<file path="config.mk">
export PLATFORM = sky130hd
export DESIGN_NAME = cmac_tx_axis_arbiter
export DESIGN_NICKNAME = d
export VERILOG_FILES = /design/src/rtl/cmac_tx_arb_pkg.sv /design/src/rtl/cmac_tx_axis_arbiter_rr_pick.sv /design/src/rtl/cmac_tx_axis_arbiter.sv
export SDC_FILE = /design/constraint.sdc
export NUM_CORES = 1
export LEC_CHECK = 0
export ABC_CLOCK_PERIOD_IN_PS = 2300
export CAP_MARGIN = 20
export CORE_AREA = 3 3 708 710
export CTS_CLUSTER_SIZE = 20
export DETAILED_ROUTE_END_ITERATION = 12
export DIE_AREA = 0 0 711 713
export PLACE_DENSITY_LB_ADDON = 0.15
export SETUP_SLACK_MARGIN = 0.2
export SLEW_MARGIN = 40
export SYNTH_ARGS = -nofsm -noshare
export SYNTH_HDL_FRONTEND = slang
export SYNTH_SLANG_ARGS = --single-unit
</file>
<file path="constraint.sdc">
create_clock -name aclk -period 2.3 [get_ports aclk]
set_clock_uncertainty 0.05 [all_clocks]
set_input_delay 0.345 -clock aclk [delete_from_list [all_inputs] [get_ports aclk]]
set_output_delay 0.345 -clock aclk [all_outputs]
set_load 0.005 [all_outputs]
</file>
<file path="src/rtl/cmac_tx_arb_pkg.sv">
// Shared types and constants for the CMAC TX AXIS packet arbiter.
package cmac_tx_arb_pkg;

    localparam int DATA_W = 512;
    localparam int KEEP_W = DATA_W / 8;

    typedef enum logic [0:0] {
        S_IDLE = 1'b0,
        S_PKT  = 1'b1
    } state_e;

    // Index width for a source count; never below 1 so a grant register always exists.
    function automatic int clog2(input int n);
        int r;
        r = 0;
        for (int k = 0; k < 32; k++) begin
            if ((1 << r) < n) begin
                r = r + 1;
            end
        end
        return (r < 1) ? 1 : r;
    endfunction

endpackage

</file>
<file path="src/rtl/cmac_tx_axis_arbiter_rr_pick.sv">
// Combinational round-robin picker: first requester after 'last', wrapping modulo NUM_SRC.
module rr_pick
    import cmac_tx_arb_pkg::*;
#(
    parameter int NUM_SRC = 2,
    parameter int IDX_W   = clog2(NUM_SRC)
) (
    input  logic [NUM_SRC-1:0] req,
    input  logic [IDX_W-1:0]   last,
    output logic [IDX_W-1:0]   gnt
);

    logic [NUM_SRC-1:0] gnt_oh;
    logic               found;

    always_comb begin
        // NOTE: every variable written here gets a default first, so no path infers a latch.
        gnt_oh = '0;
        found  = 1'b0;
        for (int off = 1; off <= NUM_SRC; off++) begin
            for (int i = 0; i < NUM_SRC; i++) begin
                if (!found && req[i] && (i == (int'(last) + off) % NUM_SRC)) begin
                    gnt_oh[i] = 1'b1;
                    found     = 1'b1;
                end
            end
        end
    end

    always_comb begin
        gnt = last;
        for (int i = 0; i < NUM_SRC; i++) begin
            if (gnt_oh[i]) begin
                gnt = IDX_W'(i);
            end
        end
    end

endmodule

</file>
<file path="src/rtl/cmac_tx_axis_arbiter.sv">
// Packet-locked round-robin arbiter feeding the CMAC TX AXIS port.
// Optional per-source packet counters: define CMAC_TX_ARB_PKT_CNT_EN.
module cmac_tx_axis_arbiter #(
    parameter int NUM_SRC = 2,
    parameter int DATA_W  = cmac_tx_arb_pkg::DATA_W,
    parameter int KEEP_W  = DATA_W / 8
) (
    input  logic                                        aclk,
    input  logic                                        aresetn,
    input  logic                                        arb_en,
    input  logic [NUM_SRC-1:0]                          s_axis_tvalid,
    output logic [NUM_SRC-1:0]                          s_axis_tready,
    input  logic [NUM_SRC*DATA_W-1:0]                   s_axis_tdata,
    input  logic [NUM_SRC*KEEP_W-1:0]                   s_axis_tkeep,
    input  logic [NUM_SRC-1:0]                          s_axis_tlast,
    input  logic [NUM_SRC-1:0]                          s_axis_tuser,
    output logic                                        m_axis_tvalid,
    input  logic                                        m_axis_tready,
    output logic [DATA_W-1:0]                           m_axis_tdata,
    output logic [KEEP_W-1:0]                           m_axis_tkeep,
    output logic                                        m_axis_tlast,
    output logic                                        m_axis_tuser,
    output logic [cmac_tx_arb_pkg::clog2(NUM_SRC)-1:0]  grant_id,
    output logic                                        arb_busy,
    output logic [NUM_SRC*32-1:0]                       pkt_cnt
);

    import cmac_tx_arb_pkg::state_e;
    import cmac_tx_arb_pkg::S_IDLE;
    import cmac_tx_arb_pkg::S_PKT;

    localparam int GW = cmac_tx_arb_pkg::clog2(NUM_SRC);

    state_e         state_q, state_d;
    logic [GW-1:0]  grant_q, grant_d;
    logic [GW-1:0]  pick;

    rr_pick #(
        .NUM_SRC (NUM_SRC),
        .IDX_W   (GW)
    ) u_rr_pick (
        .req  (s_axis_tvalid),
        .last (grant_q),
        .gnt  (pick)
    );

    // Reset grant points at the last source so src0 wins the first tie.
    always_ff @(posedge aclk or negedge aresetn) begin
        if (!aresetn) begin
            state_q <= S_IDLE;
            grant_q <= GW'(NUM_SRC - 1);
        end else begin
            // NOTE: state registers use non-blocking assignment so every flop samples pre-edge values.
            state_q <= state_d;
            grant_q <= grant_d;
        end
    end

    always_comb begin
        state_d       = state_q;
        grant_d       = grant_q;
        s_axis_tready = '0;
        m_axis_tvalid = 1'b0;
        m_axis_tdata  = '0;
        m_axis_tkeep  = '0;
        m_axis_tlast  = 1'b0;
        m_axis_tuser  = 1'b0;
        case (state_q)
            S_IDLE: begin
                if (arb_en && (|s_axis_tvalid)) begin
                    grant_d = pick;
                    state_d = S_PKT;
                end
            end
            S_PKT: begin
                // Zero-latency pass-through of the locked source; grant holds until tlast is taken.
                for (int i = 0; i < NUM_SRC; i++) begin
                    if (grant_q == GW'(i)) begin
                        m_axis_tvalid    = s_axis_tvalid[i];
                        m_axis_tdata     = s_axis_tdata[i*DATA_W +: DATA_W];
                        m_axis_tkeep     = s_axis_tkeep[i*KEEP_W +: KEEP_W];
                        m_axis_tlast     = s_axis_tlast[i];
                        m_axis_tuser     = s_axis_tuser[i];
                        s_axis_tready[i] = m_axis_tready;
                    end
                end
                if (m_axis_tvalid && m_axis_tready && m_axis_tlast) begin
                    state_d = S_IDLE;
                end
            end
            default: state_d = S_IDLE;
        endcase
    end

    assign grant_id = grant_q;
    assign arb_busy = (state_q == S_PKT);

`ifdef CMAC_TX_ARB_PKT_CNT_EN
    logic        cnt_inc;
    logic [31:0] cnt_q [NUM_SRC];

    assign cnt_inc = arb_busy & m_axis_tvalid & m_axis_tready & m_axis_tlast;

    // Counters wrap modulo 2^32 by design.
    always_ff @(posedge aclk or negedge aresetn) begin
        if (!aresetn) begin
            for (int i = 0; i < NUM_SRC; i++) begin
                cnt_q[i] <= '0;
            end
        end else if (cnt_inc) begin
            for (int i = 0; i < NUM_SRC; i++) begin
                if (grant_q == GW'(i)) begin
                    cnt_q[i] <= cnt_q[i] + 32'd1;
                end
            end
        end
    end

    always_comb begin
        pkt_cnt = '0;
        for (int i = 0; i < NUM_SRC; i++) begin
            pkt_cnt[i*32 +: 32] = cnt_q[i];
        end
    end
`else
    assign pkt_cnt = '0;
`endif

endmodule

</file>
==> results of run 1 <==
==> synth_stat cells <==
cell	n	area share [%]
buf_1	2	0.078
buf_6	59	6.9
clkbuf_1	6	0.23
buf_12	4	0.83
conb_1	1	0.039
mux2_2	1	0.12
nor2_1	579	23
o21ai_0	1	0.052
buf_4	64	5.0
nor2b_1	1	0.065
and3_1	1	0.065
dfstp_2	1	0.27
a21oi_1	1	0.052
a32oi_1	1	0.091
nand2_1	1	0.039
dfrtp_1	1	0.26
mux2i_1	578	60
and2_1	1	0.065
inv_1	1	0.039
buf_2	56	2.9
buf_8	2	0.31
a31oi_1	1	0.065
==> sequential cells by signal, indices dropped and copies added, names as in the netlist <==
| register | flops |
|---|---|
| arb_busy | 1 |
| grant_id | 1 |
==> cell type report <==
class / instances / area share [%]
Inverter: 1 / 0.02797
Multi-Input combinational cell: 1230 / 22.52
Antenna cell: 107 / 0.6651
Clock buffer: 4 / 0.1958
Sequential cell: 2 / 0.1368
Timing Repair Buffer: 2099 / 55.77
Tap cell: 6655 / 20.68
==> what timing repair did <==
action | 4_1_cts | 5_1_grt
pin swaps | 1 | 5
setup buffers | 5 | 75
setup endpoints to repair | 582 | 583
gates resized for setup | 260 | 258
gates cloned | 4 | 10
==> kinds of logic (layout without fill, tap and decap cells) <==
kind of cell / Yosys count / in the layout / synth area share (%)
AOI/OAI and AO/OA: 4 / 4 / 0.2595
buffers and inverters: 194 / 2104 / 16.27
DFF: 2 / 2 / 0.5321
muxes: 579 / 579 / 60.12
and+or+nand+nor: 583 / 583 / 22.77
other: 1 / 171 / 0.03889
==> stage by stage <==
stage / util [%] / setup TNS [ns] / setup WS [ns] / instances
6_report: 8.109 / -209.72 / -0.6291 / 10098
5_1_grt: 8.061 / -250.96 / -0.6521 / 10003
4_1_cts: 7.748 / -244.47 / -0.6489 / 9906
3_5_place_dp: 7.598 / -131.73 / -0.7172 / 9893
3_3_place_gp: 7.597 / -136.27 / -0.9217 / 9893
2_1_floorplan: - / 0 / 0.6658 / 1426
==> how the worst max path moves through the flow <==
stage,from,end,slack (ns),cells after the start
after global routing,grant_id,m_axis_tdata[266],-0.65,8
after floorplan,grant_id,m_axis_tdata[100],0.67,5
final,grant_id,m_axis_tdata[86],-0.63,7
after detailed placement,grant_id,m_axis_tdata[166],-0.72,6
after global placement,grant_id,m_axis_tkeep[16],-0.92,7
after CTS,grant_id,m_axis_tdata[300],-0.65,8
==> power breakdown <==
part	switching, mW	internal [mW]	total (mW)
logic	16.1	18.3	34.4
registers	0.0386	0.0645	0.103
clock network	0.0406	0.228	0.269
total	16.1	18.6	34.8
==> worst reg2reg max path: stages, from the launching register on <==
cell and delay [ns]:
dfstp_4 0.67, buf_16 0.18, buf_4 0.18, buf_12 0.15, mux2i_1 0.21, nor2_1 0.07
buf_4 0.17, a32oi_1 0.24
==> per-layer routing <==
metal  vias to the layer above  wire length [µm]
met5                         -              1757
met4                       272              5232
met3                       634             51420
met2                      1508            141400
met1                      9213            115300
li1                       8567                 -
==> flow_summary.toml, run 1 <==
[placed_design]
place_area_mm2 = 0.03772
dp_hpwl_mm = 296.5
io_buffers = 1744
gp_congestion = 0.9007

[timing]
slew_violations = 0
final-hold-violation-count = 0
slew-limit-headroom_pct = 48.87
rsz0062_at_grt = "yes"
timing.hold.ws_ns = 0.2667
worst_pin_slew_ns = 0.7642
setup_viol = 578
timing.fmax_mhz = 341.4
fin_ws_ns = -0.6291
fin_crit_ns = 2.929
finalCritPeriodShare_pct = 127.4

[worst_setup_path]
crit_path_max_incr_delay_ns = 0.67
cp_slowest_cell = "dfstp_4"
cp_cell_sequence = "buf_12 -> clkbuf_16 -> buf_8 -> mux2i_2 -> nor2_1 -> buf_4 -> clkdlybuf4s50_1"
critPathTopFamily = "buffers and inverters"
critPathBufInv = 5
rr_worst_depth = 7
crit_required_ns = 1.90
r2r_slack_ns = 0.28
r2r_start = "grant_id"
worstPathArrival_ns = 2.53
rr_endpoint = "arb_busy"
critPathKind = "register to output pin"
path_max_fanout = 10
endpoint_kind = "output pin"
start_kind = "register"

[final_layout]
seqCellArea_um2 = 55.05
drive_gt1_share_pct = 17.90
nNetsFinal = 4499
layout_commonest_cell = "clkdlybuf4s50_1"
final_area_mm2 = 0.04026
fillers = 58194
syn_to_final_growth_pct = 317.5
final_cell_mix = "clkdlybuf4s50_1, nor2_1, mux2i_1"
multi_input_area_mm2 = 0.009065

[global_routing]
overflow = 0
grt_pass1_vias = 19669
grt.busiest_layer = "met2"
grt_start_max_net_pins = 40
antenna_found_initial = 392
grtUsageTotal_pct = 11.74
grt_pass1_wl_mm = 357.9
globalRouteMet2Util_pct = 19.38
met1_usage_pct = 12.57
grtUsageMet3_pct = 8.860

[logic_synthesis]
ys_types = 22
avgSynthCellArea_um2 = 7.074
syn_inst = 1363
synth_area_mm2 = 0.009642
yosysWarnings = 0
ys_ff_latch = 2
ys_seq_area_share_pct = 0.5321

[die]
dieArea_mm2 = 0.5069
io_pins = 1809
initial_utilization_pct = 1.942
core_area_mm2 = 0.4965
die_h_um = 713
rows = 259
die_x_um = 711

[run]
drv_cap = 0

[run_status]
failed_checks = "negative setup slack"
status = "finished with violations"

[clocking]
root_buffer = "clkbuf_16"
cts.path.max_buffers = 2
htree_levels = 1
clk_latency_ns = 0.23
holdBufCountCts = 0
tritoncts = "built"
path_clk_slew_ns = 0.03
numCtsBuffers = 3
cts.sinks = 2

[route]
viasPerCell = 2.000
vias = 20194
routedWlPerCell_um = 31.21
drc_errors = 0
wl_mm = 315.1
drt-pass1-iter-count = 6
final_antenna_net_count = 0
drtIter0Drc = 1079

[pwr]
leakagePower_nw = 15.62
ir_drop_v = 0.0003892
p_total_mw = 34.77
cellPowerDensity_mw_per_mm2 = 863.6

[hold_path]
hp-class = "primary input to asynchronous set/reset pin"
(Power assumes the default switching activity.)
==> run 2: changes to the inputs <==
- CORE_AREA: 3 3 708 710 -> 2 2 707 709
- DIE_AREA: 0 0 711 713 -> 0 0 709 711
==> run 2 against run 1 <==
  * Largest cell class unchanged
  * Hold slack worse by 0.0049 ns
  * Sequential share of layout area barely moved
  * Routed wire length is 1.5% lower
  * First-iteration DRC count shrank 18%
  * Design area increased by 7.4%
  * Non-clock buffer count up 234
  * The flow still finishes with violations (negative setup slack)
  * Register-to-register slack worse by 0.09 ns
==> flow_summary.toml, run 2 (same netlist as run 1, synthesis figures left out) <==
[timing]
tns_ns = -98.50
timing.fmax_mhz = 367.1
fin_crit_ns = 2.724
slew-limit-headroom_pct = 65.68
fin_ws_ns = -0.4240
final-hold-violation-count = 0
slew_violations = 0
rsz0062_at_grt = "yes"
setup_viol = 524
finalCritPeriodShare_pct = 118.4
worst_pin_slew_ns = 0.5132

[global_routing]
grt_start_max_net_pins = 33
grt_pass1_wl_mm = 352.5
grt_pass1_vias = 20146
grtUsageTotal_pct = 11.62
overflow = 0
antenna_found_initial = 358

[worst_setup_path]
crit_path_max_incr_delay_ns = 0.64
rr_endpoint = "arb_busy"
critPathKind = "register to output pin"
rr_worst_depth = 9
path_max_fanout = 6
r2r_slack_ns = 0.19
cp_cell_sequence = "buf_16 -> buf_16 -> buf_12 -> buf_16 -> buf_12 -> buf_6 -> mux2i_2 -> nor2_1 -> buf_4 -> buf_6"
cp_slowest_cell = "dfstp_4"
r2r_start = "grant_id"
worstPathArrival_ns = 2.33
crit_required_ns = 1.90
critPathTopFamily = "buffers and inverters"
start_kind = "register"
crit_path_frequent_cell = "buf_16"
critPathBufInv = 8
endpoint_kind = "output pin"

[run]
drv_cap = 0

[placed_design]
dp_hpwl_mm = 288.3
io_buffers = 1744
gp_congestion = 0.9462

[final_layout]
final_cell_mix = "clkdlybuf4s50_1, nor2_1, mux2i_1"
fillers = 57926
drive_gt1_share_pct = 33.73
post-route-util_pct = 8.711
syn_to_final_growth_pct = 348.2
layout_commonest_cell = "clkdlybuf4s50_1"
nNetsFinal = 4733

[clocking]
numCtsBuffers = 3
root_buffer = "clkbuf_16"
clk_latency_ns = 0.23
tritoncts = "built"
path_clk_slew_ns = 0.03
cts.sinks = 2
holdBufCountCts = 0
htree_levels = 1
cts.path.max_buffers = 2

[run_status]
failed_checks = "negative setup slack"
status = "finished with violations"

[die]
rows = 259
io_pins = 1809
dieArea_mm2 = 0.5041
die_x_um = 709
initial_utilization_pct = 1.943
core_area_mm2 = 0.4961
die_h_um = 711

[route]
routedWlPerCell_um = 29.96
vias = 20829
final_antenna_net_count = 0
wl_mm = 310.3
drc_errors = 0
drt-pass1-iter-count = 6
viasPerCell = 2.011
drtIter0Drc = 889

[pwr]
p_total_mw = 41.06
cellPowerDensity_mw_per_mm2 = 950.0
ir_drop_v = 0.0004220
leakagePower_nw = 18.37

[hold_path]
hp-class = "primary input to asynchronous set/reset pin"
==> run 2: changes by cell type in the layout (fill, tap and decap cells not counted), sizes merged <==
cell	delta
clkdlybuf4s15	-4
dlygate4sd2	-18
buf	+378
dlymetal6s2s	+111
clkbuf	+109
diode	+26
bufbuf	-1
clkdlybuf4s50	-341
==> run 2: metrics by stage <==
step                hold WS, ns  setup slack, ns  instances  instance area [µm²]
floorplan            -0.0005911           0.6658       1426                 9878
global placement         0.5158          -0.6541       9870                37180
detailed placement       0.5064          -0.6576       9870                37190
CTS                      0.2782          -0.5609       9987                39160
global route             0.2683          -0.5064      10237                42920
finish                   0.2618          -0.4240      10358                43220
==> run 2: worst reg2reg max path, stage by stage, from the launching register on <==
cell and delay [ns]:
dfstp_4 0.64, buf_16 0.19, buf_6 0.14, buf_8 0.11, buf_4 0.11, buf_6 0.09, mux2i_4 0.26, buf_6 0.16
nor2_4 0.06, a32oi_1 0.21
==> run 2: worst max path at each step <==
| stage | start | endpoint | depth (start not counted) |
|---|---|---|---|
| 2_1_floorplan | grant_id | m_axis_tdata[100] | 5 |
| 3_3_place_gp | grant_id | m_axis_tuser | 8 |
| 3_5_place_dp | grant_id | m_axis_tuser | 8 |
| 4_1_cts | grant_id | m_axis_tkeep[52] | 6 |
| 5_1_grt | grant_id | m_axis_tdata[215] | 10 |
| 6_report | grant_id | m_axis_tdata[126] | 10 |
==> run 2: layout make-up <==
class / instances / area [µm²] / share of cell area [%]
antenna: 133 / 332.8 / 0.7701
multi-input combinational: 1230 / 9960 / 23.04
clock buffer: 4 / 78.83 / 0.1824
tap: 6655 / 8327 / 19.27
sequential: 2 / 55.05 / 0.1274
inverter: 1 / 11.26 / 0.02606
timing repair buffer: 2333 / 24450 / 56.58
==> run 2: repair_timing <==
action                                  4_1_cts  5_1_grt
endpoints found under the setup margin      583      583
setup buffers                                99      226
pin swaps                                    36       74
gates resized for setup                     839      964
gates cloned                                 14       12
==> run 2: per-layer routing <==
| layer | wire length [µm] | share of wire (%) | up-vias | GRT usage [%] |
|---|---|---|---|---|
| met1 | 110200 | 35 | 9467 | 12.45 |
| met2 | 135200 | 44 | 1426 | 18.52 |
| met4 | 7016 | 2.3 | 268 | 1.428 |
| li1 | - | - | 9061 | - |
| met3 | 56190 | 18 | 607 | 8.906 |
| met5 | 1792 | 0.58 | - | 0 |
==> run 2: power by group <==
part | switching (mW) | internal (mW) | leakage (nW)
clock network | 0.0466 | 0.229 | 0.0390
registers | 0.0296 | 0.0640 | 0.0210
logic | 18.2 | 22.5 | 18.3
